===== src/rtl/mem_port_arbiter_if.sv =====
// Bus bundle between the fetch/LSU requesters, the memory macro and the arbiter.
// The arbiter takes the slave view; the requester/memory side takes the master view.
interface mem_port_arbiter_if #(
    parameter int AW = 8,
    parameter int DW = 16
);
    logic          if_req;
    logic [AW-1:0] if_addr;
    logic          if_gnt;
    logic          if_rvalid;
    logic [DW-1:0] if_rdata;

    logic          d_req;
    logic          d_we;
    logic [AW-1:0] d_addr;
    logic [DW-1:0] d_wdata;
    logic          d_gnt;
    logic          d_rvalid;
    logic [DW-1:0] d_rdata;

    logic          addr_sel;
    logic          mem_en;
    logic          mem_we;
    logic [AW-1:0] mem_addr;
    logic [DW-1:0] mem_wdata;
    logic [DW-1:0] mem_rdata;

    modport master (
        output if_req, if_addr,
        output d_req, d_we, d_addr, d_wdata,
        output mem_rdata,
        input  if_gnt, if_rvalid, if_rdata,
        input  d_gnt, d_rvalid, d_rdata,
        input  addr_sel, mem_en, mem_we, mem_addr, mem_wdata
    );

    modport slave (
        input  if_req, if_addr,
        input  d_req, d_we, d_addr, d_wdata,
        input  mem_rdata,
        output if_gnt, if_rvalid, if_rdata,
        output d_gnt, d_rvalid, d_rdata,
        output addr_sel, mem_en, mem_we, mem_addr, mem_wdata
    );
endinterface


===== src/rtl/mem_port_arbiter.sv =====
// Arbitrates the single-ported unified memory between instruction fetch and data accesses,
// tracks the one in-flight read and steers its returning data to the requester that issued it.
module mem_port_arbiter #(
    parameter int AW         = 8,
    parameter int DW         = 16,
    parameter int MEM_LAT    = 1,
    parameter int STARVE_MAX = 3
) (
    input  logic              clk,
    input  logic              rst_n,
    mem_port_arbiter_if.slave bus
);
    localparam logic [2:0] CNT_INIT   = 3'(MEM_LAT - 1);
    localparam logic [3:0] STARVE_LIM = 4'(STARVE_MAX);
    localparam int         NPORT      = 2;   // index 0 = fetch, 1 = data

    typedef enum logic {
        IDLE = 1'b0,
        WAIT = 1'b1
    } state_t;

    state_t     state_reg, state_next;
    logic [2:0] cnt_reg, cnt_next;
    logic       owner_reg, owner_next;
    logic [3:0] starve_reg, starve_next;
    logic       addr_sel_reg, addr_sel_next;

    logic          port_free;
    logic          ret_cycle;
    logic          if_win;
    logic          d_win;
    logic          issue;
    logic          addr_sel_out;
    logic [AW-1:0] addr_mux;

    logic [NPORT-1:0] rvalid_vec;
    logic [DW-1:0]    rdata_vec [NPORT];

    // The return cycle of a read also frees the port, so reads can run back to back.
    assign port_free = (state_reg == IDLE) || (cnt_reg == 3'd0);
    assign ret_cycle = rst_n && (state_reg == WAIT) && (cnt_reg == 3'd0);

    // Grants are gated by rst_n so nothing is issued while reset is held.
    assign if_win = rst_n && port_free && bus.if_req &&
                    (!bus.d_req || (starve_reg == STARVE_LIM));
    assign d_win  = rst_n && port_free && bus.d_req && !if_win;
    assign issue  = if_win || d_win;

    // The select only moves on an issue; otherwise the mux stays where it was.
    assign addr_sel_out = issue ? d_win : addr_sel_reg;
    assign addr_mux     = addr_sel_out ? bus.d_addr : bus.if_addr;

    assign bus.if_gnt    = if_win;
    assign bus.d_gnt     = d_win;
    assign bus.addr_sel  = addr_sel_out;
    assign bus.mem_en    = issue;
    assign bus.mem_we    = d_win && bus.d_we;
    assign bus.mem_addr  = addr_mux;
    assign bus.mem_wdata = bus.d_wdata;

    generate
        for (genvar gi = 0; gi < NPORT; gi++) begin : g_ret
            assign rvalid_vec[gi] = ret_cycle && (owner_reg == (gi == 1));
            assign rdata_vec[gi]  = rvalid_vec[gi] ? bus.mem_rdata : '0;
        end
    endgenerate

    assign bus.if_rvalid = rvalid_vec[0];
    assign bus.if_rdata  = rdata_vec[0];
    assign bus.d_rvalid  = rvalid_vec[1];
    assign bus.d_rdata   = rdata_vec[1];

    always_ff @(posedge clk or negedge rst_n) begin
        if (!rst_n) begin
            state_reg    <= IDLE;
            cnt_reg      <= 3'd0;
            owner_reg    <= 1'b0;
            starve_reg   <= 4'd0;
            addr_sel_reg <= 1'b0;
        end else begin
            state_reg    <= state_next;
            cnt_reg      <= cnt_next;
            owner_reg    <= owner_next;
            starve_reg   <= starve_next;
            addr_sel_reg <= addr_sel_next;
        end
    end

    always_comb begin
        state_next    = state_reg;
        cnt_next      = cnt_reg;
        owner_next    = owner_reg;
        starve_next   = starve_reg;
        addr_sel_next = addr_sel_reg;

        if (issue) begin
            addr_sel_next = d_win;
            if (d_win && bus.d_we) begin
                // Writes complete at issue; nothing comes back.
                state_next = IDLE;
            end else begin
                state_next = WAIT;
                cnt_next   = CNT_INIT;
                owner_next = d_win;
            end
        end else if (state_reg == WAIT) begin
            if (cnt_reg != 3'd0) begin
                cnt_next = cnt_reg - 3'd1;
            end else begin
                state_next = IDLE;
            end
        end

        if (if_win) begin
            starve_next = 4'd0;
        end else if (bus.if_req) begin
            if (starve_reg != STARVE_LIM) begin
                starve_next = starve_reg + 4'd1;
            end
        end else begin
            starve_next = 4'd0;
        end
    end
endmodule


===== src/flat_wrapper.sv =====
// flat-port wrapper written by rule: the top's interface ports become plain ports
module mem_port_arbiter_flat 
#(
    parameter int AW         = 8,
    parameter int DW         = 16,
    parameter int MEM_LAT    = 1,
    parameter int STARVE_MAX = 3
)
  (clk, rst_n, bus_if_req, bus_if_addr, bus_d_req, bus_d_we, bus_d_addr, bus_d_wdata, bus_mem_rdata, bus_if_gnt, bus_if_rvalid, bus_if_rdata, bus_d_gnt, bus_d_rvalid, bus_d_rdata, bus_addr_sel, bus_mem_en, bus_mem_we, bus_mem_addr, bus_mem_wdata);
  mem_port_arbiter_if #(.AW(AW), .DW(DW)) bus_i ();
  input  logic clk;
  input  logic rst_n;
  input wire logic [$bits(bus_i.if_req)-1:0] bus_if_req;
  input wire logic [$bits(bus_i.if_addr)-1:0] bus_if_addr;
  input wire logic [$bits(bus_i.d_req)-1:0] bus_d_req;
  input wire logic [$bits(bus_i.d_we)-1:0] bus_d_we;
  input wire logic [$bits(bus_i.d_addr)-1:0] bus_d_addr;
  input wire logic [$bits(bus_i.d_wdata)-1:0] bus_d_wdata;
  input wire logic [$bits(bus_i.mem_rdata)-1:0] bus_mem_rdata;
  output wire logic [$bits(bus_i.if_gnt)-1:0] bus_if_gnt;
  output wire logic [$bits(bus_i.if_rvalid)-1:0] bus_if_rvalid;
  output wire logic [$bits(bus_i.if_rdata)-1:0] bus_if_rdata;
  output wire logic [$bits(bus_i.d_gnt)-1:0] bus_d_gnt;
  output wire logic [$bits(bus_i.d_rvalid)-1:0] bus_d_rvalid;
  output wire logic [$bits(bus_i.d_rdata)-1:0] bus_d_rdata;
  output wire logic [$bits(bus_i.addr_sel)-1:0] bus_addr_sel;
  output wire logic [$bits(bus_i.mem_en)-1:0] bus_mem_en;
  output wire logic [$bits(bus_i.mem_we)-1:0] bus_mem_we;
  output wire logic [$bits(bus_i.mem_addr)-1:0] bus_mem_addr;
  output wire logic [$bits(bus_i.mem_wdata)-1:0] bus_mem_wdata;
  assign bus_i.if_req = bus_if_req;
  assign bus_i.if_addr = bus_if_addr;
  assign bus_i.d_req = bus_d_req;
  assign bus_i.d_we = bus_d_we;
  assign bus_i.d_addr = bus_d_addr;
  assign bus_i.d_wdata = bus_d_wdata;
  assign bus_i.mem_rdata = bus_mem_rdata;
  assign bus_if_gnt = bus_i.if_gnt;
  assign bus_if_rvalid = bus_i.if_rvalid;
  assign bus_if_rdata = bus_i.if_rdata;
  assign bus_d_gnt = bus_i.d_gnt;
  assign bus_d_rvalid = bus_i.d_rvalid;
  assign bus_d_rdata = bus_i.d_rdata;
  assign bus_addr_sel = bus_i.addr_sel;
  assign bus_mem_en = bus_i.mem_en;
  assign bus_mem_we = bus_i.mem_we;
  assign bus_mem_addr = bus_i.mem_addr;
  assign bus_mem_wdata = bus_i.mem_wdata;
  mem_port_arbiter #(.AW(AW), .DW(DW), .MEM_LAT(MEM_LAT), .STARVE_MAX(STARVE_MAX)) u_core (.clk(clk), .rst_n(rst_n), .bus(bus_i));
endmodule

===== config.mk =====
export PLATFORM = sky130hd
export DESIGN_NAME = mem_port_arbiter_flat
export DESIGN_NICKNAME = d
export VERILOG_FILES = /design/src/rtl/mem_port_arbiter_if.sv /design/src/rtl/mem_port_arbiter.sv /design/src/flat_wrapper.sv
export SDC_FILE = /design/constraint.sdc
export NUM_CORES = 1
export LEC_CHECK = 0
export BUFFER_PORTS_ARGS = -buffer_cell sky130_fd_sc_hd__buf_4
export CORE_MARGIN = 2
export CORE_UTILIZATION = 37
export CTS_CLUSTER_SIZE = 20
export DETAILED_ROUTE_END_ITERATION = 16
export GPL_TIMING_DRIVEN = 0
export PLACE_DENSITY = 0.86
export SLEW_MARGIN = 20
export SYNTH_ARGS = -nofsm -noshare
export SYNTH_HDL_FRONTEND = slang
export SYNTH_SLANG_ARGS = --single-unit

===== constraint.sdc =====
create_clock -name clk -period 6.5 [get_ports clk]
set_input_delay 1.95 -clock clk [delete_from_list [all_inputs] [get_ports clk]]
set_output_delay 1.95 -clock clk [all_outputs]
set_load 0.005 [all_outputs]

======== Yosys cells after proc, flatten, opt, wreduce, memory -nomap -nowiden ========
Cells that the tools add are included.
word-level totals
  bits in read-only memories .............. 0
  logic and storage cells ................. 50
  memories kept ........................... 0
  bits in writable memories ............... 0
  output and inout port bits .............. 63
  bits in latches ......................... 0
  input bits .............................. 53
  register bits ........................... 10
cells by class
  bitwise operators ....................... 3
  $add $sub $neg .......................... 2
  muxes and demuxes ....................... 15
  eq/ne operators ......................... 4
  divide/modulo/power cells ............... 0
  shifts and indexed selects .............. 0
  $lt $le $gt $ge ......................... 0
  reduce and logical (&&, ||, !) cells .... 21
  multiply operators ...................... 0
operators with widths
  kind                                              count
  two-way mux 16 bit                                2
  two-way mux 3 bit                                 4
  two-way mux 4 bit                                 3
  logical AND 1 bit                                 10
  two-way mux 8 bit                                 1
  two-way mux 1 bit                                 5
  adder 4 x 1 -> 4 bit, second input constant       1
  == test 4 x 2 -> 1 bit, second input constant     1
  != test 4 x 2 -> 1 bit, second input constant     1
  nonzero test 2 bit                                2
  zero test 3 bit                                   1
  logical OR 1 bit                                  3
  != test 3 x 1 -> 1 bit, second input constant     1
  NOT 1 bit                                         3
  AND reduction 3 bit                               1
  nonzero test 3 bit                                1
  subtractor 3 x 1 -> 3 bit, second input constant  1
  zero test 1 bit                                   2
  != test 2 bit, second input constant              1
  AND reduction 2 bit                               1

======== Depth between registers and ports, before layout ========
Gate-level depths: netlist of run 1.
  word-level depth ........................ 10
  depth in mapped cells ................... 7
  gate-level depth less buffers ........... 6

======== Worst setup path after synthesis of run 1 ========
No wires, ideal clock.
  path type ............................... input port to output port
  from .................................... in bus_if_req
  to ...................................... out bus_mem_addr[0]
  data required time ...................... 4550 ps
  path slack .............................. 1725 ps
  buffers on the path ..................... 0
  data arrival time ....................... 2825 ps
  stages .................................. 4
  path through ............................ nand2_1 -> a221oi_4 -> o21bai_4 -> mux2_2
between the ends
  cells in the longest elaborated chain, start to end .. 7
ends and longest elaborated chain
  item                              line                    source
  from (decl)                       flat_wrapper.sv:13      input wire logic [$bits(bus_i.if_req)-1:0] bus_if_req;
  logical AND 1 bit * (2 in a row)  mem_port_arbiter.sv:44  assign if_win = rst_n && port_free && bus.if_req &&
  net bus_if_gnt                    flat_wrapper.sv:20      output wire logic [$bits(bus_i.if_gnt)-1:0] bus_if_gnt;
  zero test 1 bit                   mem_port_arbiter.sv:46  assign d_win = rst_n && port_free && bus.d_req && !if_win;
  logical AND 1 bit                 mem_port_arbiter.sv:46
  logical OR 1 bit                  mem_port_arbiter.sv:47  assign issue = if_win || d_win;
  two-way mux 1 bit *               mem_port_arbiter.sv:50  assign addr_sel_out = issue ? d_win : addr_sel_reg;
  two-way mux 8 bit *               mem_port_arbiter.sv:51  assign addr_mux = addr_sel_out ? bus.d_addr : bus.if_addr;
  to (decl)                         flat_wrapper.sv:29      output wire logic [$bits(bus_i.mem_addr)-1:0] bus_mem_addr;
Mark *: on every way through the listed nets, which the timed path passes. The rest lies on a longest branch.

======== Worst setup path after layout of run 1 ========
  from .................................... in rst_n
  to ...................................... out bus_d_rdata[14]
between the ends
  cells in the longest elaborated chain, start to end .. 4
ends and longest elaborated chain
  item                            line                    source
  from (decl)                     flat_wrapper.sv:12      input logic rst_n;
  logical AND 1 bit (2 in a row)  mem_port_arbiter.sv:41  assign ret_cycle = rst_n && (state_reg == WAIT) && (cnt_reg == 3'd0);
  logical AND 1 bit               mem_port_arbiter.sv:63  assign rvalid_vec[gi] = ret_cycle && (owner_reg == (gi == 1));
  two-way mux 16 bit              mem_port_arbiter.sv:64  assign rdata_vec[gi] = rvalid_vec[gi] ? bus.mem_rdata : '0;
  to (decl)                       flat_wrapper.sv:25      output wire logic [$bits(bus_i.d_rdata)-1:0] bus_d_rdata;
No other way between the ends.

==> impl_metrics.json, run 1 <==
{
  "synth.distinct_cells": 33,
  "clkSinkCount": 10,
  "synth.largest_area_cell": "dfrtp_1",
  "report.final.slew_viol_count": 0,
  "setup_total_neg_slack_ns": 0,
  "yosys_register_bits": 10,
  "worst_reg2reg_startpoint": "u_core.starve_reg[0]$_DFFE_PN0P_",
  "cp.arrival_ns": 3.27,
  "finalClockSkew_ns": 0.006652,
  "floorplan.initialDensity_pct": 38.63,
  "postSynthCellCount": 121,
  "post-route-util_pct": 68.56,
  "cts_max_level": 1,
  "number_of_flip_flops_under_the_largest_register_name": 4,
  "wirelength_per_cell_um": 12.69,
  "synth_nets": 177,
  "worst_setup_path_start_kind": "input port",
  "setup.worst_path.end_class": "output pin",
  "layout_common_cells": "buf_4, and2_1, dfrtp_1",
  "timing.critical_path.from": "rst_n",
  "cts_tree": "built",
  "pnr_total_power_mw": 0.4200,
  "synth_largest_type_area_fraction_pct": 23.70,
  "setup-violations-final": 0,
  "hold_class": "flop to flop",
  "tritoncts.num_buffers": 3,
  "final_layout_size_suffix_gt1_share_pct": 60.71,
  "cap_violations": 0,
  "post_cts.resized_instances": 0,
  "postCtsSetupRepairBufs": 0,
  "syn2layout_area_growth_pct": 77.49,
  "width_of_the_chip_um": 57.43,
  "worst_ir_drop_vdd_mv": 0.1969,
  "cts_root_buffer": "clkbuf_4",
  "outcome": "finished clean",
  "power.density_nw_per_um2": 224.1,
  "cts.reportedPaths.clkPinSlew_ns": 0.07,
  "hold_start": "u_core.cnt_reg[2]$_DFFE_PN0P_",
  "tightest_slew_ns": 0.6000,
  "vias_per_cell": 4.608,
  "flip_flop_cell_with_the_highest_count_after_synthesis": "dfrtp_1",
  "floorplan.die.height_um": 57.43,
  "route.vias.total": 1175,
  "syn-cell-area_um2": 1056,
  "fin_nets": 281,
  "number_of_buffers_inserted_by_hold_repair_at_cts": 0,
  "critical_path_peak_fanout": 16,
  "via_count_of_the_first_global_routing_pass": 1045,
  "yosysWarningCount": 0,
  "final.min_clock_period_ns": 5.219,
  "maximum_count_of_clock_buffers_along_a_single_path": 2,
  "site_row_count": 19,
  "synthesis.area_per_instance_um2": 8.727,
  "grt_antenna_before_repair": 0,
  "fillers": 246,
  "die_area_um2": 3298,
  "grt_pass1_wl_um": 4940,
  "seq_area_frac_synth_pct": 23.70,
  "asyncSetResetFlopFracSynth_pct": 100.0,
  "slew_headroom_pct": 59.69,
  "netlist_top_cells_area": "dfrtp_1, and2_1, buf_4, mux2_2, ha_1",
  "hold_viol_final": 0,
  "max_freq_ghz": 0.1916,
  "worst-setup-path-type": "input port to output pin",
  "p_leak_nw": 1.032,
  "setup_repair_after_global_routing_missed_its_margin": "no",
  "critical_path_required_ns": 4.55,
  "place_hpwl_um": 2704,
  "grt_start_max_net_pins": 17,
  "worst_skew_pair.late_latency_ns": 0.27,
  "number_of_diodes": 0,
  "postRouteAntennaNets": 0,
  "placeableCoreArea_um2": 2734,
  "drtIter0Drc": 53,
  "detail_route.wirelength_um": 3236,
  "pin_count": 116,
  "io_buffer_count": 99,
  "drc": 0,
  "detailedRoute.firstPassIterationCount": 4,
  "most_common_cell_after_layout_fill_and_taps_aside": "buf_4",
  "period_share_pct": 80.29,
  "grt_use_total_pct": 18.72,
  "place.gp.congestion": 0.7830,
  "grt_overflow": 0,
  "synth_edf_count": 0
}
[per-stage QoR]
step	std cells	instance area, µm²	setup WS, ns	hold WS (ns)
after floorplan	121	1056	1.725	0.4672
after global placement	251	1838	1.245	0.4975
after detailed placement	251	1838	1.243	0.5064
after CTS	255	1874	1.240	0.5227
after global routing	255	1874	1.049	0.5749
final	255	1874	1.281	0.5128
[per-layer routing]
| layer | global-route usage [%] | part of all wire [%] | up-vias |
|---|---|---|---|
| met5 | 0 | 0 | - |
| met1 | 23.18 | 37 | 528 |
| met4 | 4.983 | 0.83 | 0 |
| met3 | 3.401 | 9.4 | 4 |
| li1 | - | - | 592 |
| met2 | 33.12 | 53 | 51 |
[synth_stat cells, types with 2 or more instances]
master,n
and2_1,34
buf_4,16
dfrtp_1,10
mux2_2,8
nand2_1,6
inv_1,5
nand3_1,4
ha_1,3
nor2b_1,3
a21o_1,2
a21oi_1,2
buf_2,2
nor2_1,2
nor3_1,2
nor3b_1,2
o21ai_0,2
xnor2_1,2
[worst max-delay path, stage by stage]
cell,delay (ns)
buf_4,0.20
nand2_1,0.09
nor3_1,0.48
buf_2,0.29
and2_1,0.15
buf_4,0.10
[area by class of cell]
cell class | instances | area (µm²) | area share [%]
Buffer | 19 | 141.4 | 7.543
Clock buffer | 4 | 36.28 | 1.936
Timing Repair Buffer | 99 | 743.2 | 39.65
Multi-Input combinational cell | 87 | 645.6 | 34.45
Inverter | 5 | 18.77 | 1.001
Tap cell | 31 | 38.79 | 2.069
Sequential cell | 10 | 250.2 | 13.35
[power breakdown]
part	switching [mW]	internal, mW
clock network	0.0240	0.0340
registers	0.0185	0.0835
logic	0.107	0.153
total	0.150	0.270
[kinds of logic (layout without fill, tap and decap cells)]
group           count (synthesis)  count (layout)  share of synthesized area (%)
simple gates                   57              57                          32.70
buf+inv                        24             127                          15.17
compound gates                 16              16                          13.75
flops                          10              10                          23.70
mux                             9               9                          9.479
fa+ha+maj                       3               3                          3.555
xor+xnor                        2               2                          1.659
[path summary, 6_finish.rpt]
| kind | endpoint | slack [ns] | cells past startpoint |
|---|---|---|---|
| max in group asynchronous | u_core.cnt_reg[1]$_DFFE_PN0P_ | 4.82 | 1 |
| min reg2reg | u_core.cnt_reg[2]$_DFFE_PN0P_ | 0.51 | 1 |
| max | bus_d_rdata[14] | 1.28 | 6 |
| min in group asynchronous | u_core.addr_sel_reg$_DFF_PN0_ | 1.51 | 1 |
| min | u_core.cnt_reg[2]$_DFFE_PN0P_ | 0.51 | 1 |
| max reg2reg | u_core.addr_sel_reg$_DFF_PN0_ | 4.64 | 5 |
(Power assumes the default switching activity.)
==> inputs of run 2 (changes only) <==
- CORE_UTILIZATION: 37 -> 34
- PLACE_DENSITY: 0.86 -> 0.8
- clock period: 6.5 -> 5.4 ns (I/O delays scaled with it)
==> run 2 against run 1 <==
Against the previous run:
- utilization down 6.1 points
- sequential power grew 21%
- via count increased by 3.4%
- register-to-register slack got worse by 1.1 ns
- clock-buffer cell count unchanged
- first-iteration DRC count shrank 42%
- cell area is 0.13% higher
- routed wire length increased by 5.5%
- critical path depth is the same
- power is 20% higher
- flip-flop and latch count did not move
- highest routed layer unchanged
==> impl_metrics.json, run 2 (synthesis results as in run 1) <==
{
  "outcome": "finished clean",
  "tightest_slew_ns": 0.6420,
  "floorplan.initialDensity_pct": 35.17,
  "period_share_pct": 85.35,
  "detailedRoute.firstPassIterationCount": 4,
  "detail_route.wirelength_um": 3415,
  "width_of_the_chip_um": 59.73,
  "die_area_um2": 3568,
  "final.min_clock_period_ns": 4.609,
  "fillers": 303,
  "clkSinkCount": 10,
  "hold_viol_final": 0,
  "finalClockSkew_ns": 0.001199,
  "worst_reg2reg_startpoint": "u_core.starve_reg[0]$_DFFE_PN0P_",
  "max_freq_ghz": 0.2170,
  "cts_root_buffer": "clkbuf_4",
  "most_common_cell_after_layout_fill_and_taps_aside": "buf_4",
  "report.final.slew_viol_count": 0,
  "worstReg2RegEnd": "u_core.addr_sel_reg$_DFF_PN0_",
  "place.gp.congestion": 0.6920,
  "grt_start_max_net_pins": 17,
  "postLayoutSetupSlackWorst_ns": 0.7914,
  "placeableCoreArea_um2": 3003,
  "cp.arrival_ns": 2.99,
  "number_of_flip_flops_under_the_largest_register_name": 4,
  "detailed_place.area_um2": 1841,
  "drc": 0,
  "final-instance-count-excl-fill": 257,
  "fin_nets": 281,
  "cts_max_level": 1,
  "dp.cells": 253,
  "number_of_buffers_inserted_by_hold_repair_at_cts": 0,
  "post_cts.resized_instances": 0,
  "worst_skew_pair.late_latency_ns": 0.26,
  "final_layout_size_suffix_gt1_share_pct": 60.71,
  "io_buffer_count": 99,
  "wirelength_per_cell_um": 13.29,
  "grt_pass1_wl_um": 4961,
  "cts_tree": "built",
  "grt_overflow": 0,
  "route.vias.total": 1215,
  "postRouteAntennaNets": 0,
  "maximum_count_of_clock_buffers_along_a_single_path": 2,
  "site_row_count": 20,
  "hold_start": "u_core.cnt_reg[2]$_DFFE_PN0P_",
  "drtIter0Drc": 31,
  "power.density_nw_per_um2": 269.4,
  "pin_count": 116,
  "worst-setup-path-type": "input port to output pin",
  "non_filler_cell_area_final_um2": 1877,
  "setup-violations-final": 0,
  "cap_violations": 0,
  "grt_use_total_pct": 18.33,
  "worst_ir_drop_vdd_mv": 0.2038,
  "worst_setup_path_start_kind": "input port",
  "hold_class": "flop to flop",
  "r2r_slack_ns": 3.54,
  "critical_path_peak_fanout": 16,
  "p_leak_nw": 1.032,
  "syn2layout_area_growth_pct": 77.73,
  "pnr_total_power_mw": 0.5056,
  "layout_common_cells": "buf_4, and2_1, dfrtp_1",
  "via_count_of_the_first_global_routing_pass": 1152,
  "timing.hold.worst_endpoint": "u_core.cnt_reg[2]$_DFFE_PN0P_",
  "hold_depth": 1,
  "setup_repair_after_global_routing_missed_its_margin": "no",
  "number_of_diodes": 0,
  "vias_per_cell": 4.728,
  "grt_antenna_before_repair": 0,
  "place_hpwl_um": 2982,
  "dpl_worst_slack_ns": 0.7544,
  "critical_path_required_ns": 3.78,
  "r2r_cells": 5,
  "postCtsSetupRepairBufs": 0,
  "tritoncts.num_buffers": 3,
  "setup.worst_path.end_class": "output pin",
  "cts.reportedPaths.clkPinSlew_ns": 0.06,
  "setup_total_neg_slack_ns": 0,
  "floorplan.die.height_um": 59.73,
  "slew_headroom_pct": 56.87
}
run 2: power by group:
part           internal [mW]  switching, mW
clock network         0.0410         0.0259
registers              0.101         0.0219
logic                  0.184          0.132
run 2: worst max path at each step:
stage | startpoint | to | slack, ns | cells past startpoint
floorplan | bus_if_req | bus_mem_addr[0] | 1.29 | 4
global placement | rst_n | bus_d_rdata[11] | 0.76 | 6
detailed placement | rst_n | bus_d_rdata[11] | 0.75 | 6
global route | rst_n | bus_d_rdata[13] | 0.59 | 6
finish | rst_n | bus_d_rdata[11] | 0.79 | 6
CTS | rst_n | bus_d_rdata[11] | 0.75 | 6
run 2: stage by stage:
stage	util, %	hold WS, ns
floorplan	-	0.4672
global placement	61.29	0.4893
detailed placement	61.29	0.5297
CTS	62.50	0.5435
global route	62.50	0.5745
finish	62.50	0.5331
run 2: critical path, stage by stage:
cell	delay [ns]
buf_4	0.20
nand2_1	0.09
nor3_1	0.51
buf_2	0.30
and2_1	0.15
buf_4	0.10
run 2: area by class of cell:
cell class | count | area (µm²) | area share [%]
plain buffers | 19 | 141.4 | 7.533
clock buffers | 4 | 36.28 | 1.933
inverters | 5 | 18.77 | 1.000
repair buffers | 99 | 743.2 | 39.60
flip-flops and latches | 10 | 250.2 | 13.33
well taps | 33 | 41.29 | 2.200
multi-input cells | 87 | 645.6 | 34.40
run 2: metal layers:
layer	GRT usage [%]	up-vias	share of wire [%]
met3	4.329	6	12
li1	-	592	-
met2	36.34	80	53
met1	17.80	537	34
met4	6.984	0	1.2
met5	0	-	0
==> inputs of run 3 (changes only) <==
- CORE_UTILIZATION: 34 -> 30
- PLACE_DENSITY: 0.8 -> 0.72
==> run 3 against run 2 <==
Against the previous run:
- power down 0.32%
- critical path type unchanged
- final cell count is 5.1% higher
- cell area grew 0.87%
- combinational power hardly changed
- clock power up 3%
- hold slack got worse by 0.031 ns
==> impl_metrics.json, run 3 (synthesis results as in run 1) <==
{
  "worst_skew_pair.late_latency_ns": 0.27,
  "drc": 0,
  "hold_start": "u_core.cnt_reg[2]$_DFFE_PN0P_",
  "power.density_nw_per_um2": 266.2,
  "finalClockSkew_ns": 0.006427,
  "vias_per_cell": 4.337,
  "power.share.clock_pct": 13.6,
  "setup_total_neg_slack_ns": 0,
  "critical_path_peak_fanout": 16,
  "period_share_pct": 84.85,
  "maximum_count_of_clock_buffers_along_a_single_path": 2,
  "power.switching_fraction_pct": 35.48,
  "r2r_cells": 5,
  "slew_headroom_pct": 57.50,
  "detailedRoute.firstPassIterationCount": 4,
  "most_common_cell_after_layout_fill_and_taps_aside": "buf_4",
  "use_met3_pct": 4.643,
  "number_of_buffers_inserted_by_hold_repair_at_cts": 0,
  "p_int_mw": 0.3251,
  "place.gp.congestion": 0.7637,
  "width_of_the_chip_um": 63.33,
  "clkSinkCount": 10,
  "met1_usage_pct": 16.26,
  "post_cts.resized_instances": 0,
  "setup-violations-final": 0,
  "setup_repair_after_global_routing_missed_its_margin": "no",
  "worstReg2RegEnd": "u_core.addr_sel_reg$_DFF_PN0_",
  "site_row_count": 21,
  "route.vias.total": 1171,
  "r2r_slack_ns": 3.55,
  "place_hpwl_um": 2568,
  "busiest_grt_layer": "met2",
  "report.final.slew_viol_count": 0,
  "cap_violations": 0,
  "grt_antenna_before_repair": 0,
  "die_area_um2": 4011,
  "grt_overflow": 0,
  "postRouteAntennaNets": 0,
  "layout_common_cells": "buf_4, and2_1, dfrtp_1",
  "max_freq_ghz": 0.2183,
  "hold_depth": 1,
  "wirelength_per_cell_um": 11.31,
  "worst_ir_drop_vdd_mv": 0.2443,
  "postLayoutSetupSlackWorst_ns": 0.8184,
  "grt_use_total_pct": 14.38,
  "floorplan.initialDensity_pct": 31.40,
  "netSwitchingPower_mw": 0.1788,
  "cts_tree": "built",
  "floorplan.die.height_um": 63.33,
  "p_leak_nw": 1.032,
  "number_of_diodes": 0,
  "critical_path_required_ns": 3.78,
  "timing.hold.worst_endpoint": "u_core.cnt_reg[2]$_DFFE_PN0P_",
  "fin_nets": 281,
  "worst_reg2reg_startpoint": "u_core.starve_reg[0]$_DFFE_PN0P_",
  "grt_start_max_net_pins": 17,
  "cp.arrival_ns": 2.96,
  "cts_max_level": 1,
  "final_layout_size_suffix_gt1_share_pct": 60.71,
  "postCtsSetupRepairBufs": 0,
  "drtIter0Drc": 6,
  "cts.reportedPaths.clkPinSlew_ns": 0.07,
  "worst_setup_path_start_kind": "input port",
  "dpl_worst_slack_ns": 0.7548,
  "hold_class": "flop to flop",
  "seq_power_share_pct": 24.1,
  "placeableCoreArea_um2": 3363,
  "final.min_clock_period_ns": 4.582,
  "syn2layout_area_growth_pct": 79.27,
  "use_met2_pct": 24.87,
  "pin_count": 116,
  "cts_root_buffer": "clkbuf_4",
  "hold_viol_final": 0,
  "detail_route.wirelength_um": 3053,
  "tightest_slew_ns": 0.6326,
  "via_count_of_the_first_global_routing_pass": 1027,
  "number_of_flip_flops_under_the_largest_register_name": 4,
  "grt_pass1_wl_um": 4719,
  "worst-setup-path-type": "input port to output pin",
  "tritoncts.num_buffers": 3,
  "io_buffer_count": 99,
  "power.combinational.fraction_pct": 62.2,
  "setup.worst_path.end_class": "output pin",
  "outcome": "finished clean"
}
[run 3: cell counts in the layout (fill, tap and decap cells not counted)]
Identical to the previous run, type by type.
[run 3: worst max-delay path, stage by stage]
cell and delay, ns:
buf_4 0.20, nand2_1 0.09, nor3_1 0.51, buf_2 0.29, and2_1 0.15, buf_4 0.10
[run 3: how the worst max path moves through the flow]
| stage | startpoint | to | slack, ns | cells past startpoint |
|---|---|---|---|---|
| after floorplan | bus_if_req | bus_mem_addr[0] | 1.29 | 4 |
| after global placement | rst_n | bus_d_rdata[12] | 0.75 | 6 |
| after detailed placement | rst_n | bus_d_rdata[12] | 0.75 | 6 |
| after CTS | rst_n | bus_d_rdata[12] | 0.75 | 6 |
| after global routing | rst_n | bus_d_rdata[7] | 0.60 | 6 |
| final | rst_n | bus_d_rdata[7] | 0.82 | 6 |
[run 3: area by class of cell]
cell class,count,area [µm²]
multi-input cells,87,645.6
inverters,5,18.77
repair buffers,99,743.2
flip-flops and latches,10,250.2
clock buffers,4,36.28
fillers,330,1470
well taps,46,57.56
plain buffers,19,141.4
[run 3: metrics by stage]
stage                     std cells  hold slack [ns]  util (%)  area (µm²)  power (mW)
after detailed placement        266           0.4954     55.21        1857      0.4393
final                           270           0.5021     56.29        1893      0.5040
after floorplan                 121           0.4672         -        1056      0.3022
after global routing            270           0.5276     56.29        1893      0.5428
after CTS                       270           0.5101     56.29        1893      0.5090
after global placement          266           0.4947     55.21        1857      0.4374
[run 3: per-layer routing]
layer  routed length, µm  part of all wire (%)
met2                1547                    51
met3                 325                    11
met5                   0                     0
met4                  38                   1.2
met1                1142                    37
[run 3: power groups by stage]
stage | logic [mW] | clock network [mW] | registers [mW]
floorplan | 0.183 | 0 | 0.119
global placement | 0.315 | 0 | 0.123
detailed placement | 0.316 | 0 | 0.123
CTS | 0.318 | 0.0695 | 0.122
global route | 0.344 | 0.0738 | 0.125
finish | 0.314 | 0.0686 | 0.122
